## config.mk

```make
export PLATFORM = sky130hd
export DESIGN_NAME = cv32e40s_zc_sequencer
export DESIGN_NICKNAME = d
export VERILOG_FILES = /design/src/rtl/cv32e40s_pkg.sv /design/src/rtl/cv32e40s_zc_expand.sv /design/src/rtl/cv32e40s_zc_sequencer.sv
export SDC_FILE = /design/constraint.sdc
export NUM_CORES = 1
export LEC_CHECK = 0
export ABC_AREA = 1
export BUFFER_PORTS_ARGS = -buffer_cell sky130_fd_sc_hd__buf_2
export CAP_MARGIN = 20
export CELL_PAD_IN_SITES_DETAIL_PLACEMENT = 0
export CELL_PAD_IN_SITES_GLOBAL_PLACEMENT = 1
export CORE_AREA = 2 2 98 76
export CTS_CLUSTER_DIAMETER = 50
export DETAILED_ROUTE_END_ITERATION = 8
export DIE_AREA = 0 0 100 78
export GPL_TIMING_DRIVEN = 1
export PLACE_DENSITY_LB_ADDON = 0.1
export RECOVER_POWER = 50
export SKIP_CTS_REPAIR_TIMING = 1
export SLEW_MARGIN = 40
export SYNTH_ARGS = -nofsm -noshare
export SYNTH_HDL_FRONTEND = slang
export SYNTH_SLANG_ARGS = --single-unit
```

## constraint.sdc

```tcl
create_clock -name clk -period 8.59 [get_ports clk]
set_clock_uncertainty 0.05 [all_clocks]
set_input_delay 1.718 -clock clk [delete_from_list [all_inputs] [get_ports clk]]
set_output_delay 1.718 -clock clk [all_outputs]
set_load 0.01 [all_outputs]
```

## src/rtl/cv32e40s_pkg.sv

```systemverilog
// Shared types, Zcmp field constants and encoding helpers for the Zc sequencer.
package cv32e40s_pkg;

  typedef enum logic [2:0] {
    SEQ_PUSH,
    SEQ_POP,
    SEQ_POPRET,
    SEQ_POPRETZ,
    SEQ_MVSA,
    SEQ_MVA,
    SEQ_NONE
  } seq_instr_e;

  typedef enum logic {
    SEQ_IDLE,
    SEQ_RUN
  } seq_state_e;

  localparam logic [1:0] ZC_OP_C2     = 2'b10;
  localparam logic [2:0] ZC_FUNCT3    = 3'b101;
  localparam logic [4:0] ZC_PUSH      = 5'b11000;
  localparam logic [4:0] ZC_POP       = 5'b11010;
  localparam logic [4:0] ZC_POPRETZ   = 5'b11100;
  localparam logic [4:0] ZC_POPRET    = 5'b11110;
  localparam logic [2:0] ZC_MV_FUNCT  = 3'b011;
  localparam logic [1:0] ZC_MVSA01    = 2'b01;
  localparam logic [1:0] ZC_MVA01S    = 2'b11;

  localparam logic [6:0] OPC_LOAD     = 7'b0000011;
  localparam logic [6:0] OPC_STORE    = 7'b0100011;
  localparam logic [6:0] OPC_OPIMM    = 7'b0010011;
  localparam logic [6:0] OPC_JALR     = 7'b1100111;

  localparam logic [4:0] REG_ZERO     = 5'd0;
  localparam logic [4:0] REG_RA       = 5'd1;
  localparam logic [4:0] REG_SP       = 5'd2;
  localparam logic [4:0] REG_A0       = 5'd10;
  localparam logic [4:0] REG_A1       = 5'd11;

  // r' 0..1 -> s0..s1 (x8..x9), 2..7 -> s2..s7 (x18..x23)
  function automatic logic [4:0] sreg_map(input logic [2:0] r);
    return (r < 3'd2) ? {4'b0100, r[0]} : {2'b10, r};
  endfunction

  // Ascending register list position: 0 = ra, 1 = s0, 2 = s1, 3..12 = s2..s11
  function automatic logic [4:0] rlist_reg(input logic [3:0] idx);
    logic [4:0] r;
    if (idx == 4'd0)      r = REG_RA;
    else if (idx == 4'd1) r = 5'd8;
    else if (idx == 4'd2) r = 5'd9;
    else                  r = {1'b0, idx} + 5'd15;
    return r;
  endfunction

  function automatic logic [31:0] enc_i(input logic [11:0] imm, input logic [4:0] rs1,
                                        input logic [2:0] f3, input logic [4:0] rd,
                                        input logic [6:0] opc);
    return {imm, rs1, f3, rd, opc};
  endfunction

  function automatic logic [31:0] enc_sw(input logic [11:0] imm, input logic [4:0] rs2,
                                         input logic [4:0] rs1);
    return {imm[11:5], rs2, rs1, 3'b010, imm[4:0], OPC_STORE};
  endfunction

endpackage

```

## src/rtl/cv32e40s_zc_expand.sv

```systemverilog
// Combinational Zcmp expander: maps (compressed instruction, step) to one RV32I micro-op.
module cv32e40s_zc_expand
  import cv32e40s_pkg::*;
(
  input  logic [15:0] instr_i,
  input  logic [3:0]  step_i,
  output logic [31:0] uop_o,
  output logic [4:0]  count_o,
  output logic        last_o,
  output logic        is_seq_o
);

  seq_instr_e  kind;
  logic        legal;
  logic [3:0]  rlist;
  logic [1:0]  spimm;
  logic [2:0]  r1s;
  logic [2:0]  r2s;
  logic [4:0]  nregs;
  logic [6:0]  base;
  logic [6:0]  adj;
  logic [11:0] adj12;
  logic [11:0] off12;
  logic [4:0]  step5;
  logic [4:0]  stp1;
  logic [3:0]  ridx;

  assign rlist = instr_i[7:4];
  assign spimm = instr_i[3:2];
  assign r1s   = instr_i[9:7];
  assign r2s   = instr_i[4:2];
  assign step5 = {1'b0, step_i};
  assign stp1  = step5 + 5'd1;
  assign off12 = {5'b0, stp1, 2'b00};

  always_comb begin
    kind  = SEQ_NONE;
    legal = 1'b0;
    if (instr_i[1:0] == ZC_OP_C2 && instr_i[15:13] == ZC_FUNCT3) begin
      if (instr_i[12:8] == ZC_PUSH)         kind = SEQ_PUSH;
      else if (instr_i[12:8] == ZC_POP)     kind = SEQ_POP;
      else if (instr_i[12:8] == ZC_POPRETZ) kind = SEQ_POPRETZ;
      else if (instr_i[12:8] == ZC_POPRET)  kind = SEQ_POPRET;
      else if (instr_i[12:10] == ZC_MV_FUNCT && instr_i[6:5] == ZC_MVSA01) kind = SEQ_MVSA;
      else if (instr_i[12:10] == ZC_MV_FUNCT && instr_i[6:5] == ZC_MVA01S) kind = SEQ_MVA;
    end
    case (kind)
      SEQ_PUSH, SEQ_POP, SEQ_POPRET, SEQ_POPRETZ: legal = (rlist >= 4'd4);
      SEQ_MVSA:                                   legal = (r1s != r2s);
      SEQ_MVA:                                    legal = 1'b1;
      default:                                    legal = 1'b0;
    endcase
  end

  assign is_seq_o = legal;

  // rlist 15 adds s10 and s11 together, so it holds 13 registers rather than 12
  assign nregs = (rlist == 4'd15) ? 5'd13 : ({1'b0, rlist} - 5'd3);
  assign ridx  = nregs[3:0] - 4'd1 - step_i;

  always_comb begin
    if (rlist == 4'd15)       base = 7'd64;
    else if (rlist >= 4'd12)  base = 7'd48;
    else if (rlist >= 4'd8)   base = 7'd32;
    else                      base = 7'd16;
  end

  assign adj   = base + {1'b0, spimm, 4'b0000};
  assign adj12 = {5'b0, adj};

  always_comb begin
    case (kind)
      SEQ_PUSH, SEQ_POP: count_o = nregs + 5'd1;
      SEQ_POPRET:        count_o = nregs + 5'd2;
      SEQ_POPRETZ:       count_o = nregs + 5'd3;
      SEQ_MVSA, SEQ_MVA: count_o = 5'd2;
      default:           count_o = 5'd1;
    endcase
  end

  assign last_o = (step5 == count_o - 5'd1);

  always_comb begin
    uop_o = enc_i(12'd0, REG_ZERO, 3'b000, REG_ZERO, OPC_OPIMM);
    case (kind)
      SEQ_PUSH, SEQ_POP, SEQ_POPRET, SEQ_POPRETZ: begin
        if (step5 < nregs) begin
          if (kind == SEQ_PUSH) uop_o = enc_sw(12'd0 - off12, rlist_reg(ridx), REG_SP);
          else                  uop_o = enc_i(adj12 - off12, REG_SP, 3'b010, rlist_reg(ridx), OPC_LOAD);
        end else if (step5 == nregs) begin
          uop_o = enc_i((kind == SEQ_PUSH) ? (12'd0 - adj12) : adj12, REG_SP, 3'b000, REG_SP, OPC_OPIMM);
        end else if (step5 == nregs + 5'd1 && kind == SEQ_POPRETZ) begin
          uop_o = enc_i(12'd0, REG_ZERO, 3'b000, REG_A0, OPC_OPIMM);
        end else begin
          uop_o = enc_i(12'd0, REG_RA, 3'b000, REG_ZERO, OPC_JALR);
        end
      end
      SEQ_MVSA: begin
        if (step_i == 4'd0) uop_o = enc_i(12'd0, REG_A0, 3'b000, sreg_map(r1s), OPC_OPIMM);
        else                uop_o = enc_i(12'd0, REG_A1, 3'b000, sreg_map(r2s), OPC_OPIMM);
      end
      SEQ_MVA: begin
        if (step_i == 4'd0) uop_o = enc_i(12'd0, sreg_map(r1s), 3'b000, REG_A0, OPC_OPIMM);
        else                uop_o = enc_i(12'd0, sreg_map(r2s), 3'b000, REG_A1, OPC_OPIMM);
      end
      default: ;
    endcase
  end

endmodule

```

## src/rtl/cv32e40s_zc_sequencer.sv

```systemverilog
// IF-stage Zcmp sequencer: streams push/pop/mv micro-ops to IF/ID, passes everything else through.
module cv32e40s_zc_sequencer
  import cv32e40s_pkg::*;
#(
  parameter int ZC_EXT = 1
) (
  input  logic        clk,
  input  logic        rst_n,
  input  logic [31:0] instr_i,
  input  logic        instr_valid_i,
  output logic        instr_ready_o,
  output logic [31:0] instr_o,
  output logic        valid_o,
  input  logic        ready_i,
  input  logic        halt_i,
  input  logic        kill_i,
  output logic        seq_valid_o,
  output logic        seq_first_o,
  output logic        seq_last_o,
  output logic        seq_tbljmp_o,
  output seq_state_e  dbg_state_o,
  output logic [3:0]  dbg_step_o
);

  seq_state_e  state_q, state_d;
  logic [3:0]  step_q, step_d;
  logic [31:0] exp_uop;
  logic [4:0]  exp_count;
  logic        exp_last;
  logic        exp_is_seq;
  logic        seq_hit;
  logic        seq_active;
  logic        handshake;

  cv32e40s_zc_expand u_expand (
    .instr_i  (instr_i[15:0]),
    .step_i   (step_q),
    .uop_o    (exp_uop),
    .count_o  (exp_count),
    .last_o   (exp_last),
    .is_seq_o (exp_is_seq)
  );

  assign seq_hit    = (ZC_EXT != 0) && exp_is_seq;
  assign seq_active = seq_hit && instr_valid_i;

  // Handshake: an op transfers when valid_o && ready_i. The aligner's instruction
  // is consumed (instr_ready_o) only with the transfer of the last micro-op, never
  // in a kill cycle; pass-through consumes whenever IF/ID is ready and not halted.
  assign valid_o       = instr_valid_i && !halt_i;
  assign handshake     = valid_o && ready_i;
  assign instr_o       = seq_active ? exp_uop : instr_i;
  assign instr_ready_o = seq_active ? (handshake && exp_last && !kill_i) : (ready_i && !halt_i);
  assign seq_valid_o   = seq_active;
  assign seq_first_o   = seq_active && (step_q == 4'd0);
  assign seq_last_o    = seq_active && exp_last;
  assign seq_tbljmp_o  = 1'b0;
  assign dbg_state_o   = state_q;
  assign dbg_step_o    = step_q;

  always_ff @(posedge clk or negedge rst_n) begin
    if (!rst_n) begin
      state_q <= SEQ_IDLE;
      step_q  <= 4'd0;
    end else begin
      state_q <= state_d;
      step_q  <= step_d;
    end
  end

  always_comb begin
    state_d = state_q;
    step_d  = step_q;
    if (kill_i) begin
      state_d = SEQ_IDLE;
      step_d  = 4'd0;
    end else if (seq_active && handshake) begin
      if (exp_last) begin
        state_d = SEQ_IDLE;
        step_d  = 4'd0;
      end else begin
        state_d = SEQ_RUN;
        step_d  = step_q + 4'd1;
      end
    end
  end

  a_instr_stable: assert property (@(posedge clk) disable iff (!rst_n)
    (state_q == SEQ_RUN && !kill_i) |-> $stable(instr_i));

  a_step_range: assert property (@(posedge clk) disable iff (!rst_n)
    (state_q == SEQ_RUN && instr_valid_i) |-> ({1'b0, step_q} < exp_count));

endmodule

```

==> results of run 1 <==
==> logic make-up after synthesis <==
| group | Yosys count | share of synthesized area (%) |
|---|---|---|
| simple gates | 241 | 46.5 |
| compound gates | 78 | 18.0 |
| buf+inv | 76 | 12.5 |
| fa+ha+maj | 27 | 13.9 |
| xor+xnor | 12 | 4.13 |
| flops | 5 | 4.92 |
| other cells | 1 | 0.147 |
==> placed cells by master (no fill, tap or decap), types with 2 or more instances in the layout <==
cell / count
nand2_1: 120
buf_2: 64
inv_1: 60
nor2_1: 42
nand3_1: 39
o21ai_0: 34
ha_1: 25
a21oi_1: 20
clkbuf_1: 16
xor2_1: 10
nand4_1: 8
nor2_4: 7
nand2_4: 6
o31ai_1: 6
nor3_1: 5
dfrtp_1: 5
nor2_2: 4
nand3_2: 4
o22ai_1: 4
a31oi_1: 3
clkbuf_8: 3
nand2_2: 2
nand3_4: 2
inv_2: 2
xnor2_1: 2
o211ai_1: 2
fa_1: 2
==> worst reg2reg max path, cell delays in order (launching register included) <==
cell and delay (ns):
dfrtp_1 0.44, clkinv_1 0.33, nand4_1 0.19, nand3_1 0.08, nor2_1 0.13, nand3_1 0.23, nand3_1 0.14, o21ai_0 0.10
==> flip-flops by register name, indices dropped and copies added (netlist names) <==
signal and flops:
dbg_step_o 4, dbg_state_o 1
==> power groups by stage <==
stage                     Clock [mW]  Sequential, mW  Combinational (mW)
after global routing          0.0469          0.0237               0.136
after CTS                     0.0449          0.0237               0.120
after detailed placement           0          0.0240               0.119
after global placement             0          0.0240               0.121
final                         0.0429          0.0237               0.120
after floorplan                    0          0.0240              0.0794
==> metrics by stage <==
stage	instances	hold slack (ns)	setup slack (ns)	area, um2
5_1_grt	597	0.488	1.11	2990
2_1_floorplan	440	0.492	2.85	2540
3_5_place_dp	593	0.447	2.18	2980
4_1_cts	597	0.458	2.15	3030
6_report	597	0.462	1.49	2990
3_3_place_gp	593	0.451	2.14	2980
==> final cells by class <==
class | instances | area, um2 | area share [%]
Multi-Input combinational cell | 359 | 2090 | 69.7
Inverter | 66 | 255 | 8.52
Timing Repair Buffer | 79 | 377 | 12.6
Clock buffer | 4 | 45.0 | 1.50
Sequential cell | 5 | 125 | 4.18
Tap cell | 84 | 105 | 3.51
==> how the worst max path moves through the flow <==
| stage | to | slack, ns | cells past startpoint |
|---|---|---|---|
| after floorplan | instr_o[11] | 2.85 | 13 |
| after global placement | instr_o[9] | 2.14 | 16 |
| after detailed placement | instr_o[10] | 2.18 | 15 |
| after CTS | instr_o[10] | 2.15 | 15 |
| after global routing | instr_o[9] | 1.11 | 18 |
| final | instr_o[10] | 1.49 | 18 |
==> routing by layer <==
layer | vias up | wire length, um | track usage (%)
li1 | 1590 | - | -
met1 | 1383 | 4400 | 33.6
met2 | 83 | 3680 | 34.0
met3 | 4 | 385 | 2.61
met4 | 0 | 59 | 2.19
met5 | - | 0 | 0
==> results.json, run 1 <==
{
  "run_status": "finished clean",
  "power.density_nw_per_um2": 62.3,
  "ys_warn_count": 0,
  "r2r-start": "dbg_step_o[0]",
  "clk-insertion-delay-late_ns": 0.22,
  "critical_path_arrival_ns": 5.33,
  "crit_type": "input pin to output pin",
  "p_sw_mw": 0.0868,
  "start_util_pct": 37.6,
  "p_sw_share_pct": 46.5,
  "cts_sinks": 5,
  "io_buffers": 79,
  "setup.worst_path.end_class": "output pin",
  "hold_violations": 0,
  "cp.required_ns": 6.82,
  "row_count": 26,
  "cp_top_family": "simple AND/OR/NAND/NOR gates",
  "antenna_found_initial": 0,
  "syn_avg_cell_area_um2": 5.78,
  "ys_top_cells_by_area": "nand2_1, ha_1, inv_1",
  "power.total_mw": 0.187,
  "start_kind": "input pin",
  "drcViolationCount": 0,
  "die-area_um2": 7800,
  "core-area_um2": 6770,
  "grt_pass1_wl_mm": 13.9,
  "dieWidth_um": 100,
  "antenna_cells": 0,
  "overflow": 0,
  "min_from": "dbg_state_o",
  "place.gp.congestion": 0.911,
  "synth_enable_flop_cells": 0,
  "cp_common_cell": "nand2_1",
  "syn_area_um2": 2540,
  "drt_pre_antenna_iters": 4,
  "ant_nets": 0,
  "worstReg2RegEnd": "dbg_step_o[0]",
  "irDropWorstVdd_v": 0.0000652,
  "min_period_ns": 7.10,
  "fin_nets": 579,
  "wl_per_cell_um": 14.3,
  "ys_types": 43,
  "tightest_slew_ns": 1.17,
  "seq_power_share_pct": 12.7,
  "vias": 3060,
  "yosysTopAreaCellShare_pct": 17.6,
  "fin_setup_tns_ns": 0,
  "fin_util_pct": 44.2,
  "clkTransAtPathRegs_ns": 0.04,
  "io_pins": 81,
  "clockRootBuffer": "clkbuf_8",
  "hpwlAfterDp_mm": 7.11,
  "grt_pass1_vias": 2733,
  "cp-startpoint": "instr_i[6]",
  "p_clk_share_pct": 23.0,
  "cts_buffer_depth": 2,
  "async_flop_share_pct": 100,
  "critical_path.max_stage_delay_ns": 0.86,
  "r2r_cells": 7,
  "yosysSeqAreaShare_pct": 4.92,
  "ff2ff_setup_slack_ns": 6.76,
  "crit_path_max_fanout": 32,
  "max-slew-margin-rel_pct": 21.7,
  "synth.ff_latch_count": 5,
  "hold_depth": 2,
  "cts_tree": "done",
  "post_route_cells_drive_above_1_share_pct": 19.5,
  "synth_top_area_cell": "nand2_1",
  "synth_most_common_cell": "nand2_1",
  "globalRouteTotalUtil_pct": 22.0,
  "synth_common_cells": "nand2_1, inv_1, nor2_1",
  "rsz0062_at_grt": "no",
  "drt-initial-drc-count": 167,
  "numCtsBuffers": 3,
  "cts_max_level": 1,
  "grt_max_degree": 33,
  "netlist_instances": 440,
  "p_comb_share_pct": 64.3,
  "slew_viol_final": 0,
  "internal-power_mw": 0.0998,
  "hold_class": "flip-flop to flip-flop",
  "path_buf_inv": 6,
  "syn_nets": 505,
  "routed_wl_mm": 8.53,
  "path_cells": "buf_2 > inv_2 > ha_1 > nor2_1 > inv_1 > nand2_1 > nand2_4 > nand2_4 > clkinvlp_2 > nand2_4 > nor2_4 > o31ai_1 > nand2_1 > nand2_1 > clkinv_4 > nand2_1 > o211ai_1 > buf_2",
  "cp_slowest_cell": "nand2_1",
  "synth_flop_cell": "dfrtp_1",
  "fillers": 740,
  "power.leakage_nw": 1.64,
  "setup_viol": 0,
  "fmax_mhz": 141,
  "die_h_um": 78,
  "max_cap_violations": 0,
  "vias_per_cell": 5.13,
  "period_share_pct": 82.6,
  "syn_to_final_growth_pct": 17.8,
  "hold_end": "dbg_state_o"
}
Note: power is estimated with default switching activity, not from simulation.
==> run 2: changes to the inputs <==
CORE_AREA = 2 2 102 79   (was 2 2 98 76)
DIE_AREA = 0 0 104 81   (was 0 0 100 78)
clock period = 6.6 ns   (was 8.59 ns; I/O delays follow)
==> results.json, run 2 (synthesized netlist as in run 1, its figures left out) <==
{
  "routed_wl_mm": 8.91,
  "multi_input_area_um2": 2060,
  "critical_path_arrival_ns": 4.55,
  "hold_ws_ns": 0.477,
  "max-slew-margin-rel_pct": 59.6,
  "setup_viol": 0,
  "io_pins": 81,
  "row_count": 28,
  "drt-initial-drc-count": 120,
  "core-area_um2": 7570,
  "p_clk_share_pct": 22.7,
  "fmax_mhz": 169,
  "layout_commonest_cell": "nand2_1",
  "min_period_ns": 5.92,
  "io_buffers": 79,
  "hold_violations": 0,
  "p_sw_mw": 0.112,
  "clk-insertion-delay-late_ns": 0.22,
  "vias": 3058,
  "cts_max_level": 1,
  "drt_pre_antenna_iters": 4,
  "cts_tree": "done",
  "grt_util_met3_pct": 1.61,
  "hold_class": "flip-flop to flip-flop",
  "fillers": 909,
  "drcViolationCount": 0,
  "start_util_pct": 33.6,
  "dp.cells": 615,
  "fin_setup_tns_ns": 0,
  "grt_max_degree": 33,
  "p_comb_share_pct": 64.6,
  "crit_path_max_fanout": 7,
  "tightest_slew_ns": 0.605,
  "grt_pass1_vias": 2869,
  "clkTransAtPathRegs_ns": 0.04,
  "start_kind": "input pin",
  "antenna_cells": 0,
  "seq_power_share_pct": 12.7,
  "power.leakage_nw": 1.66,
  "syn_to_final_growth_pct": 18.3,
  "largest_reg_flops": 4,
  "run_status": "finished clean",
  "p_sw_share_pct": 46.1,
  "fin_nets": 580,
  "cts_sinks": 5,
  "cp.required_ns": 5.23,
  "wl_per_cell_um": 14.4,
  "hpwlAfterDp_mm": 7.51,
  "seq_area_um2": 125,
  "die_h_um": 81,
  "antenna_found_initial": 0,
  "numCtsBuffers": 3,
  "internal-power_mw": 0.131,
  "post_route_cells_drive_above_1_share_pct": 19.6,
  "power.density_nw_per_um2": 80.6,
  "place.gp.congestion": 0.955,
  "grt_util_met1_pct": 31.8,
  "cts_buffer_depth": 2,
  "crit_type": "input pin to output pin",
  "setup.worst_path.end_class": "output pin",
  "slew_viol_final": 0,
  "globalRouteTotalUtil_pct": 21.6,
  "vias_per_cell": 4.94,
  "max_cap_violations": 0,
  "ant_nets": 0,
  "dieWidth_um": 104,
  "hold_depth": 2,
  "layout_common_cells": "nand2_1, buf_2, inv_1, nor2_1, nand3_1",
  "busiest_layer": "met2",
  "met2_usage_pct": 35.1,
  "overflow": 0,
  "period_share_pct": 89.8,
  "final_cells": 619,
  "irDropWorstVdd_v": 0.0000788,
  "clockRootBuffer": "clkbuf_8",
  "rsz0062_at_grt": "no",
  "r2r_cells": 7,
  "die-area_um2": 8420,
  "grt_pass1_wl_mm": 14.7
}
-- run 2: cell count changes in the layout (fill, tap and decap cells not counted), sizes merged --
cell / delta
buf: +5
clkinvlp: -1
clkinv: +1
clkbuf: -4
-- run 2: routing by layer --
layer	vias up	wire (um)
li1	1590	-
met1	1381	4450
met2	81	3880
met3	6	496
met4	0	93
met5	-	0
-- run 2: cell type report --
cell class,count,share of cell area [%]
clock buffers,4,1.50
inverters,66,8.61
multi-input cells,359,68.4
flip-flops and latches,5,4.16
well taps,105,4.37
repair buffers,80,12.9
-- run 2: worst max-delay path, stage by stage --
cell,delay [ns]
clkbuf_1,0.31
ha_1,0.32
nand3_1,0.13
nand2_1,0.27
ha_1,0.24
inv_1,0.07
fa_1,0.61
ha_1,0.20
inv_1,0.04
a21oi_1,0.20
inv_1,0.06
nand3_1,0.09
nor2_1,0.05
o21ai_0,0.31
o311ai_1,0.16
buf_2,0.17
-- run 2: worst paths after layout --
| check | from | endpoint | slack (ns) |
|---|---|---|---|
| max in group asynchronous | rst_n | dbg_step_o[3] | 5.38 |
| setup reg to reg | dbg_step_o[0] | dbg_step_o[0] | 4.75 |
| hold / removal | dbg_state_o | dbg_state_o | 0.48 |
| setup / recovery | instr_i[5] | instr_o[8] | 0.68 |
| hold reg to reg | dbg_state_o | dbg_state_o | 0.48 |
| min in group asynchronous | rst_n | dbg_state_o | 0.90 |
-- run 2: through the flow --
step                util, %  cell area (um2)  setup slack (ns)  total power [mW]
finish                 39.7             3010             0.676             0.242
detailed placement     39.9             3020             0.879             0.188
global placement       39.9             3020             0.888             0.188
global route           39.7             3010             0.422             0.271
CTS                    40.5             3060             0.858             0.246
floorplan                 -             2540              1.66             0.135
-- run 2: power by group through the flow --
| stage | Clock (mW) | Combinational, mW | Sequential [mW] |
|---|---|---|---|
| finish | 0.0549 | 0.156 | 0.0309 |
| global route | 0.0606 | 0.179 | 0.0308 |
| CTS | 0.0570 | 0.158 | 0.0309 |
| detailed placement | 0 | 0.157 | 0.0312 |
| global placement | 0 | 0.157 | 0.0312 |
| floorplan | 0 | 0.103 | 0.0312 |
==> run 3: changes to the inputs <==
ABC_AREA = unset   (was 1)
CORE_AREA = 2 2 98 76   (was 2 2 102 79)
CTS_BUF_LIST = sky130_fd_sc_hd__clkbuf_8   (was unset)
DIE_AREA = 0 0 100 78   (was 0 0 104 81)
SLEW_MARGIN = 30   (was 40)
==> results.json, run 3 <==
{
  "async_flop_share_pct": 100,
  "grt_max_degree": 19,
  "wl_per_cell_um": 17.8,
  "row_count": 26,
  "synth_enable_flop_cells": 0,
  "start_util_pct": 37.7,
  "run_status": "finished clean",
  "critical_path_arrival_ns": 4.72,
  "ff2ff_setup_slack_ns": 4.73,
  "vias": 2951,
  "seq_power_share_pct": 11.8,
  "p_comb_share_pct": 67.1,
  "syn_to_final_growth_pct": 16.3,
  "die_h_um": 78,
  "grt_pass1_wl_mm": 14.0,
  "vias_per_cell": 5.84,
  "fin_setup_tns_ns": 0,
  "rsz0062_at_grt": "no",
  "p_sw_mw": 0.117,
  "synth_most_common_cell": "nand2_1",
  "min_period_ns": 6.09,
  "setup.worst_path.end_class": "output pin",
  "clk-insertion-delay-late_ns": 0.22,
  "drt_pre_antenna_iters": 5,
  "cp.required_ns": 5.23,
  "io_buffers": 79,
  "antenna_cells": 0,
  "overflow": 0,
  "ys_warn_count": 0,
  "cts_sinks": 5,
  "min_from": "dbg_state_o",
  "cts_tree": "done",
  "largest_reg_flops": 4,
  "max-slew-margin-rel_pct": 20.3,
  "drcViolationCount": 0,
  "hold_violations": 0,
  "crit_type": "input pin to output pin",
  "r2r_cells": 5,
  "irDropWorstVdd_v": 0.0000592,
  "path_buf_inv": 4,
  "core-area_um2": 6770,
  "ys_top_cells_by_area": "ha_1, xnor2_1, dfrtp_1",
  "clkTransAtPathRegs_ns": 0.04,
  "globalRouteTotalUtil_pct": 22.4,
  "drt-initial-drc-count": 151,
  "cts_buffer_depth": 2,
  "layout_common_cells": "buf_2, nand2_1, ha_1, inv_1",
  "synth.ff_latch_count": 5,
  "hpwlAfterDp_mm": 7.26,
  "setup_viol": 0,
  "worstReg2RegEnd": "dbg_step_o[3]",
  "cp_slowest_cell": "fa_1",
  "synth_common_cells": "nand2_1, ha_1, a21oi_1, inv_1, nor2_1",
  "numCtsBuffers": 3,
  "dieWidth_um": 100,
  "synth_flop_cell": "dfrtp_1",
  "routed_wl_mm": 8.98,
  "power.density_nw_per_um2": 87.9,
  "yosysTopAreaCellShare_pct": 12.3,
  "place.gp.congestion": 0.888,
  "cp_top_family": "adder cells",
  "p_clk_share_pct": 21.0,
  "antenna_found_initial": 0,
  "io_pins": 81,
  "cts_max_level": 1,
  "cp_common_cell": "ha_1",
  "slew_viol_final": 0,
  "syn_area_um2": 2550,
  "hold_class": "flip-flop to flip-flop",
  "r2r-start": "dbg_step_o[0]",
  "clockRootBuffer": "clkbuf_8",
  "netlist_instances": 358,
  "max_cap_violations": 0,
  "yosysSeqAreaShare_pct": 4.91,
  "synth_top_area_cell": "ha_1",
  "post_route_cells_drive_above_1_share_pct": 22.6,
  "path_cells": "buf_2 > ha_1 > nand3_1 > nand2_1 > ha_1 > inv_1 > fa_1 > inv_1 > ha_1 > nor3_1 > o211a_1 > a21oi_1 > mux2i_1 > a32oi_1 > o21ai_1 > buf_2",
  "internal-power_mw": 0.144,
  "grt_pass1_vias": 2652,
  "hold_end": "dbg_state_o",
  "syn_nets": 423,
  "layout_commonest_cell": "buf_2",
  "fin_nets": 487,
  "crit_path_max_fanout": 12,
  "start_kind": "input pin",
  "fmax_mhz": 164,
  "die-area_um2": 7800,
  "fin_ws_ns": 0.508,
  "tightest_slew_ns": 1.19,
  "hold_depth": 1,
  "ys_types": 73,
  "ant_nets": 0,
  "critical_path.max_stage_delay_ns": 0.58,
  "period_share_pct": 92.3,
  "power.leakage_nw": 1.38,
  "p_sw_share_pct": 45.0,
  "pre_cts_slack_ns": 0.577,
  "syn_avg_cell_area_um2": 7.12
}
-- run 3: changes by cell type after synthesis, sizes merged, moves of 8 or more --
cell,before,now
nor2,53,22
nor3,5,19
inv,62,23
a21o,0,9
clkbuf,2,10
nand2,128,34
nand3,45,10
o21ai,35,18
xnor2,2,19
-- run 3: final cells by class --
class	count	area, um2
Sequential cell	5	125
Fill cell	735	3800
Timing Repair Buffer	84	418
Clock inverter	1	3.75
Tap cell	84	105
Multi-Input combinational cell	305	2190
Clock buffer	3	41.3
Inverter	23	86.3
-- run 3: cells by family after synthesis --
| family | after synthesis | synth area share (%) |
|---|---|---|
| XOR/XNOR | 26 | 9.22 |
| flip-flops | 5 | 4.91 |
| AND/OR/NAND/NOR | 136 | 29.1 |
| AO/OA/AOI/OAI | 108 | 31.0 |
| buffers and inverters | 48 | 8.83 |
| adder cells (fa/ha/maj) | 27 | 13.8 |
| multiplexers | 7 | 2.89 |
| other | 1 | 0.147 |
-- run 3: worst max-delay path by stage --
stage | start | to | cells past startpoint | slack, ns
4_1_cts | instr_i[4] | instr_o[9] | 16 | 0.57
5_1_grt | instr_i[4] | instr_o[10] | 17 | 0.24
3_3_place_gp | instr_i[4] | instr_o[10] | 17 | 0.68
2_1_floorplan | instr_i[4] | instr_o[20] | 13 | 1.14
6_report | instr_i[4] | instr_o[9] | 16 | 0.51
3_5_place_dp | instr_i[4] | instr_o[9] | 16 | 0.58
-- run 3: power by group through the flow --
| stage | clock, mW | sequential, mW | combinational (mW) |
|---|---|---|---|
| floorplan | 0 | 0.0312 | 0.121 |
| global placement | 0 | 0.0312 | 0.174 |
| detailed placement | 0 | 0.0312 | 0.174 |
| CTS | 0.0558 | 0.0308 | 0.175 |
| global route | 0.0585 | 0.0308 | 0.194 |
| finish | 0.0548 | 0.0308 | 0.175 |
-- run 3: per-stage QoR --
stage          cell area [um2]  utilization [%]  hold slack [ns]  std cells  power, mW
6_report                  2970             43.8            0.456        505      0.261
5_1_grt                   2970             43.8            0.479        505      0.283
4_1_cts                   2990             44.2            0.452        505      0.261
3_5_place_dp              2950             43.6            0.436        501      0.205
3_3_place_gp              2950             43.6            0.432        501      0.205
2_1_floorplan             2550                -            0.483        358      0.152
-- run 3: per-layer routing --
layer / global-route usage (%) / vias up / part of all wire [%]
met3: 2.97 / 7 / 7.7
met2: 32.4 / 144 / 41
met5: 0 / - / 0
met4: 4.11 / 0 / 0.82
li1: - / 1434 / -
met1: 35.0 / 1366 / 51
